**config.mk**
```make
export PLATFORM = sky130hd
export DESIGN_NAME = frame_buf_arbiter
export DESIGN_NICKNAME = d
export VERILOG_FILES = /design/src/rtl/frame_buf_pkg.sv /design/src/rtl/frame_buf_rd_tag.sv /design/src/rtl/frame_buf_arbiter.sv
export SDC_FILE = /design/constraint.sdc
export NUM_CORES = 1
export LEC_CHECK = 0
export ABC_CLOCK_PERIOD_IN_PS = 1650
export CORE_AREA = 2 2 72 74
export CTS_CLUSTER_DIAMETER = 100
export DETAILED_ROUTE_END_ITERATION = 8
export DIE_AREA = 0 0 74 76
export DONT_BUFFER_PORTS = 1
export SYNTH_ARGS = -nofsm -noshare
export SYNTH_HDL_FRONTEND = slang
export SYNTH_SLANG_ARGS = --single-unit
```
**constraint.sdc**
```tcl
create_clock -name clk -period 1.65 [get_ports clk]
set_input_delay 0.2475 -clock clk [delete_from_list [all_inputs] [get_ports clk]]
set_output_delay 0.2475 -clock clk [all_outputs]
set_load 0.05 [all_outputs]
```
**src/rtl/frame_buf_pkg.sv**
```systemverilog
// Shared definitions for the frame-buffer arbiter: requester indices,
// FSM state encoding and the arbitration helper functions.
package frame_buf_pkg;

    localparam int N_REQ  = 3;
    localparam int REQ_DS = 0;   // down-sampler write
    localparam int REQ_US = 1;   // up-sampler read
    localparam int REQ_RO = 2;   // display/readout read

    typedef enum logic {
        ST_IDLE  = 1'b0,
        ST_BURST = 1'b1
    } state_t;

    // One-hot vector for a requester index; index 3 never occurs.
    function automatic logic [N_REQ-1:0] req_onehot(input logic [1:0] idx);
        logic [N_REQ-1:0] oh;
        oh = '0;
        case (idx)
            2'(REQ_DS): oh = 3'b001;
            2'(REQ_US): oh = 3'b010;
            2'(REQ_RO): oh = 3'b100;
            default:    oh = '0;
        endcase
        return oh;
    endfunction

    // Index following idx in the ring 0 -> 1 -> 2 -> 0.
    function automatic logic [1:0] ring_next(input logic [1:0] idx);
        return (idx == 2'(REQ_RO)) ? 2'(REQ_DS) : idx + 2'd1;
    endfunction

    // Round-robin pick: first requester with req set, searching
    // owner+1, owner+2, owner. Returns owner when nobody requests.
    function automatic logic [1:0] next_rr(input logic [1:0] owner,
                                           input logic [N_REQ-1:0] req);
        logic [1:0] c1;
        logic [1:0] c2;
        logic [1:0] pick;
        c1   = ring_next(owner);
        c2   = ring_next(c1);
        pick = owner;
        if (req[c1])         pick = c1;
        else if (req[c2])    pick = c2;
        else                 pick = owner;
        return pick;
    endfunction

    // Fixed-priority pick: 0 > 1 > 2.
    function automatic logic [1:0] fixed_prio(input logic [N_REQ-1:0] req);
        logic [1:0] pick;
        if (req[REQ_DS])      pick = 2'(REQ_DS);
        else if (req[REQ_US]) pick = 2'(REQ_US);
        else                  pick = 2'(REQ_RO);
        return pick;
    endfunction

endpackage

```
**src/rtl/frame_buf_rd_tag.sv**
```systemverilog
// Read-return tag pipeline: an RD_LAT-deep shift register of
// {valid, owner} that lines up with the BRAM read latency and produces
// the per-requester read-valid. Synchronous clear drops reads in flight.
module frame_buf_rd_tag
    import frame_buf_pkg::*;
#(
    parameter int RD_LAT = 1
) (
    input  logic             clk,
    input  logic             rst,
    input  logic             push,
    input  logic [1:0]       push_owner,
    output logic [N_REQ-1:0] rvalid
);

    logic [RD_LAT-1:0] vld;
    logic [1:0]        tag [RD_LAT];

    // Shift {valid, owner} one stage per cycle; reset empties the pipe.
    always_ff @(posedge clk) begin
        if (rst) begin
            vld <= '0;
            for (int i = 0; i < RD_LAT; i++) begin
                tag[i] <= 2'd0;
            end
        end else begin
            vld[0] <= push;
            tag[0] <= push_owner;
            for (int i = 1; i < RD_LAT; i++) begin
                vld[i] <= vld[i-1];
                tag[i] <= tag[i-1];
            end
        end
    end

    // Decode the oldest stage into a one-hot read-valid.
    always_comb begin
        rvalid = '0;
        if (vld[RD_LAT-1]) begin
            rvalid = req_onehot(tag[RD_LAT-1]);
        end
    end

endmodule

```
**src/rtl/frame_buf_arbiter.sv**
```systemverilog
// Frame-buffer BRAM arbiter: grants whole bursts to one of three
// requesters (DS write, US read, RO read), muxes the owner onto the
// single RAM port and routes read data back with a per-requester valid.
// Handshake: a beat transfers in any cycle where gnt_o[k] & req_i[k];
// the requester holds addr/we/wdata/last stable until that cycle.
// Build option ARB_FIXED_PRIO_EN: when defined, idle selection is fixed
// priority 0 > 1 > 2 instead of round-robin.
module frame_buf_arbiter
    import frame_buf_pkg::*;
#(
    parameter int ADDR_W    = 16,
    parameter int DATA_W    = 8,
    parameter int MAX_BURST = 16,
    parameter int RD_LAT    = 1
) (
    input  logic                  clk,
    input  logic                  rst,
    input  logic [N_REQ-1:0]      req_i,
    input  logic [N_REQ-1:0]      we_i,
    input  logic [N_REQ-1:0]      last_i,
    input  logic [3*ADDR_W-1:0]   addr_i,
    input  logic [3*DATA_W-1:0]   wdata_i,
    output logic [N_REQ-1:0]      gnt_o,
    output logic [N_REQ-1:0]      rvalid_o,
    output logic [DATA_W-1:0]     rdata_o,
    output logic                  busy_o,
    output logic [1:0]            owner_o,
    output logic                  mem_en_o,
    output logic                  mem_we_o,
    output logic [ADDR_W-1:0]     mem_addr_o,
    output logic [DATA_W-1:0]     mem_wdata_o,
    input  logic [DATA_W-1:0]     mem_rdata_i
);

    localparam int CNT_W = $clog2(MAX_BURST + 1);

    state_t             state, state_n;
    logic [1:0]         owner, owner_n;
    logic [N_REQ-1:0]   gnt, gnt_n;
    logic [CNT_W-1:0]   beat_cnt, beat_cnt_n;
    logic [CNT_W-1:0]   beat_inc;
    logic [1:0]         pick;

    logic               own_req;
    logic               own_we;
    logic               own_last;
    logic               own_gnt;
    logic               accept;

`ifdef ARB_FIXED_PRIO_EN
    assign pick = fixed_prio(req_i);
`else
    assign pick = next_rr(owner, req_i);
`endif

    // Select the owner's request controls and RAM-side address/data.
    always_comb begin
        own_req     = req_i[REQ_RO];
        own_we      = we_i[REQ_RO];
        own_last    = last_i[REQ_RO];
        own_gnt     = gnt[REQ_RO];
        mem_addr_o  = addr_i[REQ_RO*ADDR_W +: ADDR_W];
        mem_wdata_o = wdata_i[REQ_RO*DATA_W +: DATA_W];
        case (owner)
            2'(REQ_DS): begin
                own_req     = req_i[REQ_DS];
                own_we      = we_i[REQ_DS];
                own_last    = last_i[REQ_DS];
                own_gnt     = gnt[REQ_DS];
                mem_addr_o  = addr_i[REQ_DS*ADDR_W +: ADDR_W];
                mem_wdata_o = wdata_i[REQ_DS*DATA_W +: DATA_W];
            end
            2'(REQ_US): begin
                own_req     = req_i[REQ_US];
                own_we      = we_i[REQ_US];
                own_last    = last_i[REQ_US];
                own_gnt     = gnt[REQ_US];
                mem_addr_o  = addr_i[REQ_US*ADDR_W +: ADDR_W];
                mem_wdata_o = wdata_i[REQ_US*DATA_W +: DATA_W];
            end
            default: begin
            end
        endcase
    end

    assign accept   = own_req & own_gnt;
    assign beat_inc = beat_cnt + CNT_W'(1);
    assign mem_en_o = accept;
    assign mem_we_o = accept & own_we;

    // State, owner, grant and beat counter registers.
    always_ff @(posedge clk) begin
        if (rst) begin
            state    <= ST_IDLE;
            owner    <= 2'(REQ_RO);
            gnt      <= '0;
            beat_cnt <= '0;
        end else begin
            state    <= state_n;
            owner    <= owner_n;
            gnt      <= gnt_n;
            beat_cnt <= beat_cnt_n;
        end
    end

    // Next-state logic: arbitrate in IDLE, count beats and detect burst end in BURST.
    always_comb begin
        state_n    = state;
        owner_n    = owner;
        gnt_n      = gnt;
        beat_cnt_n = beat_cnt;
        case (state)
            ST_IDLE: begin
                if (|req_i) begin
                    owner_n    = pick;
                    gnt_n      = req_onehot(pick);
                    beat_cnt_n = '0;
                    state_n    = ST_BURST;
                end
            end
            ST_BURST: begin
                if (!own_req) begin
                    // Requester withdrew: release without a beat.
                    state_n = ST_IDLE;
                    gnt_n   = '0;
                end else if (accept) begin
                    beat_cnt_n = beat_inc;
                    if (own_last || (beat_inc == CNT_W'(MAX_BURST))) begin
                        state_n = ST_IDLE;
                        gnt_n   = '0;
                    end
                end
            end
            default: begin
                state_n = ST_IDLE;
                gnt_n   = '0;
            end
        endcase
    end

    frame_buf_rd_tag #(
        .RD_LAT (RD_LAT)
    ) u_rd_tag (
        .clk        (clk),
        .rst        (rst),
        .push       (accept & ~own_we),
        .push_owner (owner),
        .rvalid     (rvalid_o)
    );

    assign gnt_o   = gnt;
    assign owner_o = owner;
    assign busy_o  = (state == ST_BURST);
    assign rdata_o = mem_rdata_i;

endmodule
```
* Yosys cells after proc, flatten, opt, wreduce, memory -nomap -nowiden
Memories as Yosys holds them, arrays and structs flattened. Cells that the tools add are included.
Operators by class: $add $sub $neg 3, reductions and logical operators 9, bitwise logic cells 5, eq/ne operators 13, multiplexer cells 36, magnitude comparators 2
Operators with widths (count):
- case mux 16 bit (2 select lines) | 1
- case mux 3 bit (3 select lines) | 2
- case mux 8 bit (2 select lines) | 1
- two-way mux 3 bit | 5
- two-way mux 5 bit | 3
- two-way mux 1 bit | 10
- two-way mux 2 bit | 5
- case mux 1 bit (2 select lines) | 5
- case mux 5 bit (2 select lines) | 1
- == test 2 bit, second input constant | 4
- == test 2 x 1 -> 1 bit, second input constant | 3
- logical NOT 2 bit | 3
- less-than comparator 2 x 3 -> 1 bit, second input constant | 2
- != test 3 x 2 -> 1 bit, second input constant | 2
- case mux 3 bit (2 select lines) | 1
- AND reduction 3 bit | 2
- adder 5 x 1 -> 5 bit, second input constant | 1
- == test 5 bit, second input constant | 1
- adder 2 x 1 -> 2 bit, second input constant | 2
- binary-select mux 1 bit (select 2 bit) | 2
- != test 2 x 1 -> 1 bit, second input constant | 2
- AND 1 bit | 3
- OR reduction 3 bit | 1
- != test 2 bit, second input constant | 1
- 4 further kinds | 5
Word-level totals: output and inout bits 43, input bits 91, register bits 12, bits in writable memories 2, logic and storage cells 74, memories 1
Memories:
- u_rd_tag.tag | depth 1, width 2, read ports 1, clocked after memory_dff 0, write ports 1, RTL line frame_buf_rd_tag.sv:17 | logic [1:0] tag [RD_LAT];

* Logic depth before layout (Yosys ltp)
word-level depth 12, depth in mapped cells 7, gate-level depth less buffers 5

* By module
From an unflattened synthesis, not the netlist that was laid out.
Second synthesis, totals: cells, all modules 191, area total of the unflattened synthesis 1443.9 um^2
Modules (own cells, without submodules):
- frame_buf_arbiter | cells an instance 182, times used 1, seq. area each 220.2 um^2, area an instance 1335.0 um^2
- frame_buf_rd_tag | cells an instance 9, times used 1, seq. area each 60.1 um^2, area an instance 108.9 um^2

* Worst setup path after synthesis
Ideal clock, no wire load.
path kind register to output, start reg owner[0], in the netlist owner_o[0], end out mem_addr_o[0], cell stages (with the launch flop) 6, path slack -1.051 ns, data required time 1.402 ns, buffers on the path 3, data arrival time 2.454 ns, path through dfxtp_1 -> buf_6 -> buf_4 -> buf_2 -> mux2i_1 -> o21ai_0
On the way: longest elaborated chain between the ends 2, elaborated cells on any way between the ends 3, classes of those cells eq/ne: 1; mux: 1; reduce/logical: 1
Ends and longest elaborated chain:
- start: declaration | RTL line frame_buf_arbiter.sv:38 | logic [1:0] owner, owner_n;
- start signal: assignment | RTL line frame_buf_arbiter.sv:95 | owner <= 2'(REQ_RO);
- start signal: assignment | RTL line frame_buf_arbiter.sv:100 | owner <= owner_n;
- == test 2 x 1 -> 1 bit / logical NOT 2 bit (equally long branches) | RTL line frame_buf_arbiter.sv:64 | case (owner)
- case mux 16 bit (2 select lines) (*) | RTL line frame_buf_arbiter.sv:64
- end: declaration | RTL line frame_buf_arbiter.sv:30 | output logic [ADDR_W-1:0] mem_addr_o,
Every way passes the cells marked *; elsewhere a longest branch is shown, timed or not.

* Worst setup path after layout
start reg owner[0], in the netlist owner_o[0], end out mem_wdata_o[3]
On the way: longest elaborated chain between the ends 2, elaborated cells on any way between the ends 3, classes of those cells eq/ne: 1; mux: 1; reduce/logical: 1
Ends and longest elaborated chain:
- == test 2 x 1 -> 1 bit / logical NOT 2 bit (equally long branches) | RTL line frame_buf_arbiter.sv:64
- case mux 8 bit (2 select lines) (*) | RTL line frame_buf_arbiter.sv:64
- end: declaration | RTL line frame_buf_arbiter.sv:31 | output logic [DATA_W-1:0] mem_wdata_o,
Marks and branches as above.

==> flow_metrics.py <==
metrics = {
    "timing": {
        "post_route_clock_skew_ns": 0.00355,
        "slew_viols_final": 0,
        "worst-slew-pin-transition_ns": 0.513,
        "slew_headroom_pct": 65.9,
        "max_freq_mhz": 582,
        "post-route-worst-setup-slack_ns": -0.0676,
        "fin_crit_sh_pct": 104,
        "finalHoldViolations": 0,
        "finalWorstPathRequiredPeriod_ns": 1.72,
        "setup-violations-final": 17,
        "unrepaired_setup_endpoints_after_global_routing": "true",
        "setup_tns_ns": -0.814,
    },
    "hold_path": {
        "min-delay-path-class": "in2reg",
        "whs_path_depth": 1,
    },
    "clocking": {
        "post_cts_hold_buffer_count": 0,
        "clock_insertion_delay_at_the_later_pin_of_the_skew_report_ns": 0.25,
        "clock_sink_count": 14,
        "tritoncts": "built",
        "cts.htree.levels": 1,
        "cts_buffers": 3,
        "cts_max_path_buffers": 2,
        "clk_pin_slew_ns": 0.06,
        "clock_tree.root_cell": "sky130_fd_sc_hd__clkbuf_8",
    },
    "critical_path": {
        "required_ns": 1.40,
        "critPathKind": "reg2out",
        "critical-path-top-delay-family": "buffers and inverters",
        "cp_num_cells": 4,
        "cp_slowest_stage_delay_ns": 0.39,
        "cp-startpoint": "owner_o[0]",
        "cp_num_buf_inv": 2,
        "timing.critical_path.to": "mem_wdata_o[3]",
        "critPathSlowestCell": "sky130_fd_sc_hd__dfxtp_4",
        "regToRegSetupSlack_ns": 0.10,
        "worstPathCellList": "bufbuf_16 -> mux2i_2 -> o21ai_4 -> buf_12",
        "worst_setup_path_end_kind": "output pin",
        "reg2reg_from": "owner_o[0]",
        "critical_path.startpoint_type": "flop",
        "data_arrival_critical_path_ns": 1.47,
        "path_max_fanout": 11,
        "worstRegToRegCells": 6,
        "timing.rr.end": "beat_cnt[2]",
    },
    "finish": {
        "drive_above_1_share_pct": 52.2,
        "design.final.nets": 317,
        "fin_util_pct": 53.6,
        "final.fill_count": 441,
        "area_overhead_vs_synth_pct": 84.5,
        "num_antenna_cells": 0,
    },
    "logic_synthesis": {
        "post_synth.cell_area_avg_um2": 7.47,
        "yosys_register_bits": 14,
        "post_synth_instance_area_mm2": 0.00143,
        "gate_count_after_technology_mapping": 191,
        "synth.net_count": 283,
        "synth_sequential_area_ratio_pct": 19.6,
        "most_frequent_cell_after_synthesis": "sky130_fd_sc_hd__o21ai_0",
        "synth_top_flop_cell": "sky130_fd_sc_hd__dfxtp_1",
        "post_synth_num_cell_types": 35,
        "post-synth-top-area-fraction_pct": 19.6,
        "synth_top_cells_by_count": "sky130_fd_sc_hd__o21ai_0, sky130_fd_sc_hd__nand2_1, sky130_fd_sc_hd__mux2i_1, sky130_fd_sc_hd__dfxtp_1, sky130_fd_sc_hd__buf_4",
        "postSynth.asyncResetShare_pct": 0,
        "yosysWarningCount": 0,
        "ys_top_cells_by_area": "sky130_fd_sc_hd__dfxtp_1, sky130_fd_sc_hd__mux2i_1, sky130_fd_sc_hd__o21ai_0",
        "synth_top_cell_by_area": "sky130_fd_sc_hd__dfxtp_1",
        "synth_enable_flop_cells": 0,
    },
    "run": {
        "max_cap_viols": 0,
    },
    "floorplan": {
        "floorplan.initialDensity_pct": 29.0,
        "floorplan.die_area_mm2": 0.00562,
        "floorplan.rows": 26,
        "dieHeight_um": 76,
        "core_area_mm2": 0.00491,
        "dieWidth_um": 74,
        "floorplan.io_pins": 134,
    },
    "placement": {
        "routabilityCongestion": 0.817,
        "place_ws_ns": 0.0821,
        "dp_hpwl_um": 3640,
        "port-buffer-count": 0,
    },
    "route": {
        "drt-initial-drc-count": 28,
        "drt-vias-per-instance": 5.03,
        "finalWirelength_um": 4670,
        "post-route-drc-count": 0,
        "final_antenna_net_count": 0,
        "drt_pass1_iterations": 4,
        "avgRoutedWirePerCell_um": 15.9,
        "overall_via_count_from_detail_route": 1479,
    },
    "power_and_ir_drop": {
        "power_density_mw_per_mm2": 824,
        "swShare_pct": 43.8,
        "clock_power_share_pct": 13.7,
        "pwr-share-comb_pct": 68.0,
        "p_leak_nw": 0.959,
        "sequential_cell_fraction_of_total_power_pct": 18.3,
        "power.switching_mw": 0.949,
        "cellInternalPower_mw": 1.22,
        "ir_drop_mv": 0.498,
    },
    "run_status": {
        "failed_checks": "setup timing",
        "status": "finished, violations left",
    },
    "global_route": {
        "grt_remaining_overflow": 0,
        "globalRouteTotalUtil_pct": 15.6,
        "grt_first_pass_wirelength_um": 6910,
        "antenna_found_initial": 0,
        "grt_start_max_net_pins": 25,
        "vias_in_the_first_global_route": 1445,
    },
}
-- metal layers --
layer	GRT usage (%)	vias to the layer above	wire [µm]
met5	0	-	0
met4	4.00	0	43
met3	5.56	5	540
met2	28.8	69	2380
met1	16.1	664	1710
li1	-	741	-
-- sequential cells by signal (all words and copies together) (netlist names) --
name / flops
u_rd_tag.vld: 1
gnt_o: 3
busy_o: 1
owner_o: 2
beat_cnt: 5
u_rd_tag.tag: 2
-- kinds of logic (layout without fill, tap and decap cells) --
family / count (synthesis) / after routing / share of synthesized area (%)
multiplexers: 30 / 30 / 23.5
AO/OA/AOI/OAI: 55 / 55 / 21.8
AND/OR/NAND/NOR: 63 / 63 / 22.9
adder cells (fa/ha/maj): 1 / 1 / 0.877
flip-flops: 14 / 14 / 19.6
buffers and inverters: 28 / 61 / 11.3
-- final cells by class --
cell class                 count  area, µm²  area share (%)
multi-input combinational    149       1410            53.4
timing repair buffer          51        778            29.6
sequential                    14        292            11.1
tap                           70       87.6            3.33
clock buffer                   4       45.0            1.71
inverter                       6       22.5           0.856
-- cell usage in the layout, fill, tap and decap left out, types with 5 or more instances in the layout --
cell,instances
sky130_fd_sc_hd__o21ai_4,24
sky130_fd_sc_hd__a21oi_1,5
sky130_fd_sc_hd__buf_12,29
sky130_fd_sc_hd__mux2i_2,12
sky130_fd_sc_hd__mux2i_1,7
sky130_fd_sc_hd__mux2i_4,9
sky130_fd_sc_hd__nor2_1,8
sky130_fd_sc_hd__o21ai_0,12
sky130_fd_sc_hd__buf_4,20
sky130_fd_sc_hd__nand2_1,28
sky130_fd_sc_hd__inv_1,5
sky130_fd_sc_hd__dfxtp_1,9
-- through the flow --
step | std cells | cell area [µm²] | hold slack, ns | total power [mW]
6_report | 294 | 2630 | 0.0535 | 2.17
5_1_grt | 294 | 2630 | 0.0469 | 2.25
4_1_cts | 289 | 2540 | 0.0522 | 2.14
3_5_place_dp | 283 | 2340 | 0.315 | 1.76
3_3_place_gp | 283 | 2340 | 0.313 | 1.75
2_1_floorplan | 191 | 1750 | 0.472 | 1.33
-- worst min path at each step --
stage                     start          end
floorplan           beat_cnt[0]  beat_cnt[0]
detailed placement          rst   owner_o[0]
CTS                         rst  beat_cnt[4]
global route                rst   owner_o[0]
finish                      rst   owner_o[0]
global placement            rst  beat_cnt[4]
-- power groups by stage --
stage	Sequential [mW]	Combinational, mW	Clock [mW]
final	0.398	1.47	0.296
after global routing	0.401	1.54	0.312
after CTS	0.399	1.44	0.300
after detailed placement	0.406	1.36	0
after global placement	0.405	1.34	0
after floorplan	0.447	0.879	0
-- what timing repair did --
item                                    4_1_cts  5_1_grt
endpoints found under the setup margin       25       29
endpoints found under the hold margin         0        0
buffers inserted                              1        5
gates resized for setup                      27       11
pin swaps                                     2        0
cloned                                        1        0
No activity file was read; power rests on OpenSTA's default activity.
